### config.mk
export PLATFORM = sky130hd
export DESIGN_NAME = bypass_network
export DESIGN_NICKNAME = d
export VERILOG_FILES = /design/src/rtl/bypass_network.sv
export SDC_FILE = /design/constraint.sdc
export NUM_CORES = 1
export LEC_CHECK = 0
export ABC_AREA = 1
export CELL_PAD_IN_SITES_DETAIL_PLACEMENT = 2
export CELL_PAD_IN_SITES_GLOBAL_PLACEMENT = 2
export CORE_MARGIN = 4
export CORE_UTILIZATION = 17
export DETAILED_ROUTE_END_ITERATION = 6
export PLACE_DENSITY_LB_ADDON = 0.25
export SETUP_SLACK_MARGIN = 0.1
export SYNTH_ARGS = -nofsm -noshare
export SYNTH_HDL_FRONTEND = slang
export SYNTH_SLANG_ARGS = --single-unit
### constraint.sdc
create_clock -name clk -period 2.3 [get_ports clk]
set_input_delay 0.46 -clock clk [delete_from_list [all_inputs] [get_ports clk]]
set_output_delay 0.46 -clock clk [all_outputs]
set_load 0.05 [all_outputs]
### src/rtl/bypass_network.sv
// Forwarding/hazard unit: scoreboard of in-flight register writes across the post-decode stages,
// resolving each source operand to the youngest ready result or stalling decode on an unready one.
module bypass_network #(
    parameter int unsigned XLEN   = 32,
    parameter int unsigned NREG   = 32,
    parameter int unsigned STAGES = 3,
    parameter int unsigned NREAD  = 2,
    localparam int unsigned AW = $clog2(NREG),
    localparam int unsigned LW = $clog2(STAGES + 1)
) (
    input  logic                   clk,
    input  logic                   reset,
    input  logic                   adv,
    input  logic [STAGES-1:0]      kill,
    input  logic                   issue_valid,
    input  logic                   issue_wen,
    input  logic [AW-1:0]          issue_waddr,
    input  logic [LW-1:0]          issue_lat,
    input  logic [NREAD-1:0]       rd_en,
    input  logic [NREAD*AW-1:0]    rd_addr,
    input  logic [NREAD*XLEN-1:0]  rd_rf_data,
    input  logic [STAGES*XLEN-1:0] stg_data,
    output logic [NREAD*XLEN-1:0]  rd_data,
    output logic [NREAD-1:0]       rd_fwd,
    output logic                   stall,
    output logic [LW-1:0]          inflight
);

    logic [STAGES-1:0] v;
    logic [STAGES-1:0] v_next;
    logic [AW-1:0]     waddr [STAGES];
    logic [LW-1:0]     lat   [STAGES];
    logic [LW-1:0]     lat_in;
    logic [LW-1:0]     cnt_next;
    logic              lk_hit;
    logic              lk_rdy;
    logic [XLEN-1:0]   lk_val;

    // Out-of-range latency is clamped to the last stage so the entry still resolves eventually.
    assign lat_in = (issue_lat >= LW'(STAGES)) ? LW'(STAGES - 1) : issue_lat;

    // Operand lookup: scan oldest to youngest so the youngest match overwrites older ones.
    always_comb begin
        rd_data = rd_rf_data;
        rd_fwd  = '0;
        stall   = 1'b0;
        lk_hit  = 1'b0;
        lk_rdy  = 1'b0;
        lk_val  = '0;
        for (int p = 0; p < int'(NREAD); p++) begin
            lk_hit = 1'b0;
            lk_rdy = 1'b0;
            lk_val = '0;
            for (int s = int'(STAGES) - 1; s >= 0; s--) begin
                if (rd_en[p] && v[s] && (waddr[s] == rd_addr[p*AW +: AW]) &&
                    (rd_addr[p*AW +: AW] != '0)) begin
                    lk_hit = 1'b1;
                    lk_rdy = (s >= int'(lat[s]));
                    lk_val = stg_data[s*XLEN +: XLEN];
                end
            end
            if (lk_hit && lk_rdy) begin
                rd_data[p*XLEN +: XLEN] = lk_val;
                rd_fwd[p]               = 1'b1;
            end else if (lk_hit) begin
                stall = 1'b1;
            end
        end
    end

    // Next valid vector: kills apply before the shift; a stalled issue becomes a bubble.
    always_comb begin
        v_next = v & ~kill;
        if (adv) begin
            for (int s = 1; s < int'(STAGES); s++) begin
                v_next[s] = v[s-1] & ~kill[s-1];
            end
            v_next[0] = issue_valid & issue_wen & (issue_waddr != '0) & ~stall;
        end
        cnt_next = '0;
        for (int s = 0; s < int'(STAGES); s++) begin
            cnt_next = cnt_next + LW'(v_next[s]);
        end
    end

    always_ff @(posedge clk or negedge reset) begin
        if (!reset) begin
            v        <= '0;
            inflight <= '0;
            for (int s = 0; s < int'(STAGES); s++) begin
                waddr[s] <= '0;
                lat[s]   <= '0;
            end
        end else begin
            v        <= v_next;
            inflight <= cnt_next;
            if (adv) begin
                for (int s = 1; s < int'(STAGES); s++) begin
                    waddr[s] <= waddr[s-1];
                    lat[s]   <= lat[s-1];
                end
                waddr[0] <= issue_waddr;
                lat[0]   <= lat_in;
            end
        end
    end

    illegal_lat: assert property (@(posedge clk) disable iff (!reset)
        (adv && issue_valid && issue_wen) |-> (issue_lat < LW'(STAGES)));

endmodule
# Word level (Yosys, flattened, before mapping)
# Cells that the tools add are included.
[op_classes]
add_sub_neg = 2
n_lt_le_gt_ge = 4
eq_ne = 6
muxes = 28
bitwise = 10
reduce_logical = 23
[op_table]
columns = ["op", "count"]
rows = [
  ["two-way mux 32 bit", 8],
  ["equality test 5 bit", 6],
  ["logical AND 1 bit", 20],
  ["two-way mux 1 bit", 18],
  ["nonzero test 5 bit", 3],
  ["AND 1 bit", 5],
  ["greater-or-equal comparator 1 x 2 -> 1 bit, first input constant", 2],
  ["AND 3 bit", 1],
  ["two-way mux 3 bit", 1],
  ["inverter 1 bit", 3],
  ["inverter 3 bit", 1],
  ["adder 1 x 1 -> 2 bit", 1],
  ["adder 2 x 1 -> 2 bit", 1],
  ["greater-or-equal comparator 2 bit, first input constant", 1],
  ["greater-or-equal comparator 2 bit, second input constant", 1],
  ["two-way mux 2 bit", 1],
]
[totals]
ff_bits = 26
in_bits = 187
out_inout_bits = 69
elab_cells = 81

# Longest topological paths before layout
# Gate-level depths: netlist of the first run.
[depth]
ltp_word = 15
ltp_mapped = 15

# Worst setup path before layout of the first run
# Ideal clock, no wire load.
[synth_timing]
path_kind = "input port to output port"
start = "input port rd_addr[7]"
end = "output port rd_data[34]"
t_arrival_ns = 2.096
setup_slack_ns = -0.256
cell_stages = 11
path_cell_list = "nor2_1 nand2_1 nor2_2 inv_1 nand2_1 nor2_2 a21oi_2 nand2_2 nand2_4 inv_8 o21ai_1"
[synth_via]
elab_chain_len = 8
elab_cells_between_ends = 21
classes_between = "3 x eq/ne; 10 x mux; 8 x reduce/logical"
[synth_lines]
columns = ["element", "line_no", "text"]
rows = [
  ["from (decl)", "20", "input logic [NREAD*AW-1:0] rd_addr,"],
  ["equality test 5 bit", "55", "if (rd_en[p] && v[s] && (waddr[s] == rd_addr[p*AW +: AW]) &&"],
  ["logical AND 1 bit (2 in a row)", "55", ""],
  ["two-way mux 1 bit (3 in a row)", "55", ""],
  ["logical AND 1 bit", "62", "if (lk_hit && lk_rdy) begin"],
  ["two-way mux 32 bit (*)", "62", ""],
  ["to (decl)", "23", "output logic [NREAD*XLEN-1:0] rd_data,"],
]
# Every way passes the cells marked *; elsewhere a longest branch is shown, timed or not.

# Worst setup path in the final report of the first run
[layout_timing]
start = "register waddr[3] (netlist bit)"
end = "output port rd_data[45]"
[layout_via]
elab_chain_len = 8
elab_cells_between_ends = 14
classes_between = "1 x eq/ne; 10 x mux; 3 x reduce/logical"
[layout_lines]
columns = ["element", "line_no", "text"]
rows = [
  ["from (decl)", "31", "logic [AW-1:0] waddr [STAGES];"],
  ["from (signal, indexed assignment)", "99", "waddr[s] <= waddr[s-1];"],
  ["equality test 5 bit (*)", "55", ""],
  ["logical AND 1 bit (*) (2 in a row)", "55", ""],
  ["two-way mux 1 bit (3 in a row)", "55", ""],
  ["logical AND 1 bit", "62", ""],
  ["two-way mux 32 bit (*)", "62", ""],
]
# Marks and branches as above.

==> metrics, run 1 <==
DRC=0; Setup crit end kind=primary output; period utilization=1.22; Via Count=just under 7,000; Synth top area share=0.255; Clock Power Share=0.160; family with the most delay on the worst path=buffers and inverters; Post-synth ARST share=1.00; final core area utilization=0.440; yosys warns=0; Worst slew margin=0.664; cell area after synthesis=0.00407 mm^2; WL met3=approximately 2000 um; drt via density=between 4 and 5; Final Hold Viols=0; sequential power share=0.218; fillers=2,601; PD cells=244 mW/mm^2; Crit. Startpoint=waddr[3]$_DFFE_PN0P_; # setup viols final=just under 70; gr ovfl total=0; Root Driver=clkbuf_16; First-pass DRT Iterations=4; sw frac=0.406; CTS tree=built; Clock Skews=roughly 7.5 ps; dominant cell by count in the synthesized netlist=nand2_1; Leak=4.40 nW; Int Power=~1.5 mW; syn_area_per_cell=around 5.5 um^2; HP Class=reg2reg; vias in the first global route=about 7,200; max_cap viols=0; status=complete, but fails checks; Startpoint Class=register; first-pass GRT wire length=between 40,000 and 50,000 um; FF+latch count, synth=26; routed len/inst=24.3 um; Post-synth EDFFs=0; Min Hold Slack=between 400 and 500 ps; failing checks=setup timing; CP max stage cell=dfrtp_1; post-synthesis sequential area ratio=0.160; Commonest cells post-synth=nand2_1, nand3_1, nor2_1, o21ai_0, a31oi_1; RePlAce Congestion=0.831; r2r endpoint=inflight[0]$_DFF_PN0_; # IOs=between 200 and 300; total negative slack=-25,710 ps; pin count of the biggest net entering global routing=30; most frequent CP cell=nand2_1; Synth area leaders=nand2_1, nand3_1, dfrtp_1; Critical Path RT=approximately 1800 ps; HP Start=lat[2]$_DFFE_PN0P_; Hold EP=lat[2]$_DFFE_PN0P_; uppermost routed layer=met5; Nets=about 1,300; share of layout cells above drive strength 1=0.476; FMAX=357 MHz; post-synth top area cell=nand2_1; initial antenna violation count=5; largest fanout on the critical path=6; Max Root-Sink Buffers=2; Top FF cell, synth=dfrtp_1; flop-to-flop setup slack=-220 ps; VDD IR max=between 0.0002 and 0.0003 V; Initial Utilization=0.173; Detailed Route WL=around 34,000 um; max incr delay on CP=440 ps; row count=56; Critical R2R Launch=waddr[13]$_DFFE_PN0P_; RSZ-0062 raised after global routing=yes; Combinational Power Share=0.622; Total GRT Usage=0.210; die height=between 150 and 200 um; hold_buf cts=0; core area=about 0.024 mm^2; final antenna-violating net count=0; Tmin final=about 2800 ps; met1 WL=approximately 13,000 um; DRC marker count from the first detailed-route iteration=between 200 and 300; final worst slack=-499 ps; Area Overhead vs Synth=155%; CTS H-tree lvls=1; die width=about 160 um; Place WS=-872 ps; total CTS buffers=3; Slew Limit Fails=0; metal2 WL=~18,000 um; CTS Sinks=26; library cells used by synthesis=33; PortBufs=between 200 and 300; CP arrival=roughly 2300 ps; worst-skew pair later-pin latency=~270 ps; WHS Path Cells=2; cells after synthesis=740; CP Class=reg2out; critical-path cell list=inv_2, nand2_1, nand2_1, nand2_1, nor2_2, nand2_2, buf_6, clkinvlp_4, buf_12, clkbuf_16, nand3_1, nand3_1, o21ai_1, o21ai_4, buf_12; Reg2Reg Depth=14; Least-Margin Pin Slew=a little over 500 ps; die footprint=about 0.026 mm^2; switching power=between 1 and 1.5 mW; Worst-path clk slew=70 ps; Critical path buffers and inverters=6; dpl hpwl=approximately 22,000 um; Syn Nets=just over 900; Power, Total=roughly 2.5 mW
repair_timing:
item,in CTS,in global routing
buffers inserted,20,8
cloned,8,13
gates resized for setup,291,136
pin swaps,62,55
setup endpoints to repair,70,69
final cells by class:
| class | instances | area [um^2] | share of cell area |
|---|---|---|---|
| Timing Repair Buffer | 369 | 4650 | 0.449 |
| Inverter | 45 | 250 | 0.0241 |
| Sequential cell | 26 | 657 | 0.0633 |
| Tap cell | 319 | 399 | 0.0385 |
| Multi-Input combinational cell | 618 | 4310 | 0.415 |
| Antenna cell | 5 | 12.5 | 0.00121 |
| Timing Repair inverter | 1 | 16.3 | 0.00157 |
| Clock buffer | 3 | 75.1 | 0.00724 |
worst max-delay path by stage:
stage                       end  slack, ps  cells past startpoint
floorplan           rd_data[35]         50                     11
global placement    rd_data[26]       -850                     13
detailed placement  rd_data[11]       -870                     13
CTS                 rd_data[59]       -400                     12
global route        rd_data[45]       -650                     15
finish              rd_data[45]       -500                     15
flip-flops by register name, summed over array words and instances (netlist names):
register  cells
inflight      2
v             3
lat           6
waddr        15
kinds of logic (layout without fill, tap and decap cells):
kind of cell	after synthesis	count (layout)	synth area share
flops	26	26	0.160
other cells	0	5	0
buf+inv	96	418	0.121
compound gates	125	125	0.193
fa+ha+maj	1	1	0.00492
simple gates	490	490	0.517
xor+xnor	2	2	0.00430
layer usage:
metal  global-route usage  vias to the layer above
met5                    0                        -
li1                     -                     3120
met3               0.0311                       45
met2                0.398                      238
met4               0.0408                        4
met1                0.252                     3418
cell usage in the layout, fill, tap and decap left out, types with 3 or more instances in the layout:
master and n:
nor2_4 12, o21ai_4 35, nand3_4 6, nor2_2 8, dfrtp_1 21, a31oi_4 6, buf_12 58, dfrtp_2 5
a31oi_1 18, inv_2 20, inv_4 3, o21ai_0 20, nand4_1 3, buf_6 19, nand2_4 46, nand3_1 113
a31oi_2 8, clkdlybuf4s50_1 176, o21ai_1 3, inv_1 12, buf_8 35, nand2_2 93, clkbuf_16 13, o21ai_2 29
nand2_1 141, buf_2 10, inv_8 3, diode_2 5, buf_4 48, nand3_2 25, nor2_1 40, buf_16 10
inv_12 3
worst reg2reg max path, delay by kind of cell, from the launching register on:
family                   cells  cell delay (ps)
AND/OR/NAND/NOR              8              840
buffers and inverters        4              590
adder cells (fa/ha/maj)      1              480
flip-flops                   1              410
AO/OA/AOI/OAI                1               80
through the flow:
step                instances  cell area (um^2)
floorplan                 740              4550
global placement         1329              8170
detailed placement       1329              8170
CTS                      1360              9460
global route             1384             10400
finish                   1386             10400
power groups by stage:
| stage | logic, mW | registers (mW) | clock network, mW |
|---|---|---|---|
| floorplan | 0.551 | 0.547 | 0 |
| global placement | 1.27 | 0.554 | 0 |
| detailed placement | 1.28 | 0.555 | 0 |
| CTS | 1.46 | 0.548 | 0.419 |
| global route | 1.66 | 0.559 | 0.435 |
| finish | 1.57 | 0.552 | 0.405 |
Power figures use the tool's default switching activity.
==> inputs of run 2 (changes only) <==
--- a/config.mk
+++ b/config.mk
@@ -9,8 +9,9 @@
 export CELL_PAD_IN_SITES_DETAIL_PLACEMENT = 2
 export CELL_PAD_IN_SITES_GLOBAL_PLACEMENT = 2
 export CORE_MARGIN = 4
-export CORE_UTILIZATION = 17
+export CORE_UTILIZATION = 18
 export DETAILED_ROUTE_END_ITERATION = 6
+export HOLD_SLACK_MARGIN = 0.03
 export PLACE_DENSITY_LB_ADDON = 0.25
 export SETUP_SLACK_MARGIN = 0.1
 export SYNTH_ARGS = -nofsm -noshare
==> constraint.sdc (replaced) <==
create_clock -name clk -period 3.5 [get_ports clk]
set_input_delay 0.7 -clock clk [delete_from_list [all_inputs] [get_ports clk]]
set_output_delay 0.7 -clock clk [all_outputs]
set_load 0.05 [all_outputs]
==> metrics, run 2 (synthesis gave the netlist of run 1 again) <==
worst-skew pair later-pin latency=260 ps (about the same); Tmin final=between 3000 and 4000 ps; non-filler cells, final=1,295 (-6.6%); Clock Power Share=0.183 (+0.023); first-pass GRT wire length=37,800 um (-13%); Via Count=6,213 (-9.0%); total negative slack=0 ps (+25,710 ps); final instance area=0.00806 mm^2 (-22%); gr ovfl total=0 (unchanged); core area=0.0220 mm^2 (-6.4%); Detailed Route WL=26,400 um (-21%); Least-Margin Pin Slew=520 ps (+17.1 ps); FMAX=around 300 MHz; CTS Sinks=26 (unchanged); Critical Path RT=2800 ps (+960 ps); Slew Limit Fails=0 (unchanged); # IOs=256 (unchanged); RSZ-0062 raised after global routing=no; DRC marker count from the first detailed-route iteration=207 (-25%); number of flip-flops in the largest register=15 (unchanged); CTS tree=built; pin count of the biggest net entering global routing=34 (+13%); drt via density=4.80 (-2.6%); switching power=0.552 mW (-46%); HP Class=reg2reg; Placed Cells=1,267 (-4.7%); Setup crit end kind=primary output; RePlAce Congestion=0.819 (-1.5%); row count=54 (-3.6%); commonest cells after routing, fill and taps aside=nand2_1, clkdlybuf4s50_1, nand3_1; largest fanout on the critical path=8 (+2); most common cell after layout, fill and taps aside=nand2_1; sw frac=0.389 (-0.0167); final antenna-violating net count=0 (unchanged); PortBufs=255 (unchanged); Min Hold Slack=485 ps (-6.09 ps); Initial Utilization=0.185 (+0.0119); post-placement cell area=0.00745 mm^2 (-8.7%); vias in the first global route=6,545 (-8.7%); Nets=1,202 (-4.0%); Total GRT Usage=0.192 (-0.0187); Area Overhead vs Synth=98.0%; max_cap viols=0 (unchanged); sequential power share=0.252 (+0.034); dpl hpwl=20,300 um (-6.0%); Int Power=0.865 mW (-42%); die footprint=0.0251 mm^2 (-5.3%); Worst-path clk slew=70 ps (about the same); CP Class=in2out; status=complete, no violations; First-pass DRT Iterations=4 (unchanged); # setup viols final=0 (-100%); die width=158 um (-2.7%); Leak=3.59 nW (-18%); initial antenna violation count=0 (-5); Clock Skews=1.77 ps (-5.71 ps); die height=158 um (-2.7%); PD cells=176 mW/mm^2 (-28%); VDD IR max=0.000168 V (-41%); routed len/inst=20.4 um (-16%); period utilization=0.952; Combinational Power Share=0.565 (-0.057); Startpoint Class=input pin; register with the most flip-flops=waddr; Max Root-Sink Buffers=2 (unchanged); Root Driver=clkbuf_16; share of layout cells above drive strength 1=0.216 (-0.260); hold_buf cts=0 (unchanged); Worst slew margin=0.652 (-0.0114); biggest regs=waddr (15), lat (6), v (3); CP arrival=2630 ps (+290 ps); CTS H-tree lvls=1 (unchanged); DRC=0 (unchanged); total CTS buffers=3 (unchanged); Final Hold Viols=0 (unchanged)
[run 2: final timing paths]
path / slack, ps / startpoint / end / depth (start not counted)
min in group asynchronous: 820 / reset / inflight[1]$_DFF_PN0_ / 2
max in group asynchronous: 2420 / reset / waddr[6]$_DFFE_PN0P_ / 2
worst max-delay path: 170 / rd_addr[6] / rd_data[47] / 14
worst max register to register: 1090 / waddr[9]$_DFFE_PN0P_ / inflight[0]$_DFF_PN0_ / 15
worst min-delay path: 490 / lat[0]$_DFFE_PN0P_ / lat[0]$_DFFE_PN0P_ / 2
worst min register to register: 490 / lat[0]$_DFFE_PN0P_ / lat[0]$_DFFE_PN0P_ / 2
[run 2: timing repair]
action / 4_1_cts / 5_1_grt
gates cloned: 3 / 3
setup endpoints to repair: 65 / 60
resized for setup: 31 / 50
pin swaps: 11 / 14
buffers inserted: 7 / 9
[run 2: power groups by stage]
stage	Sequential, mW	Clock, mW	Combinational, mW
2_1_floorplan	0.358	0	0.324
3_3_place_gp	0.362	0	0.770
3_5_place_dp	0.363	0	0.782
4_1_cts	0.357	0.264	0.790
5_1_grt	0.362	0.279	0.857
6_report	0.357	0.259	0.801
[run 2: area by class of cell]
class                      count  area [um^2]
multi-input combinational    618         3120
fill                        2634        14000
clock buffer                   3         75.1
inverter                      45          189
antenna                        3         7.51
tap                          280          350
sequential                    26          651
timing repair buffer         320         3670
[run 2: critical path: stages]
cell and delay (ps):
dlygate4sd2_1 290, inv_2 80, nand2_1 80, nand3_2 100, nor2_4 160, nand3_4 110
a21oi_2 160, nand2_2 90, nand2_4 110, clkinv_8 110, buf_12 160, buf_6 140
o21ai_4 180, buf_12 160
[run 2: through the flow]
| step | worst slack (ps) | util | total power, mW |
|---|---|---|---|
| final | 170 | 0.366 | 1.42 |
| after global routing | 79.7 | 0.366 | 1.50 |
| after CTS | 127 | 0.351 | 1.41 |
| after detailed placement | -145 | 0.338 | 1.14 |
| after global placement | -83.3 | 0.338 | 1.13 |
| after floorplan | 464 | - | 0.682 |
[run 2: layer usage]
layer	GRT usage	part of all wire	vias up
met5	0	0	-
met4	0.0325	0.011	0
met3	0.0217	0.046	16
met2	0.354	0.51	159
met1	0.242	0.43	3037
li1	-	-	3001
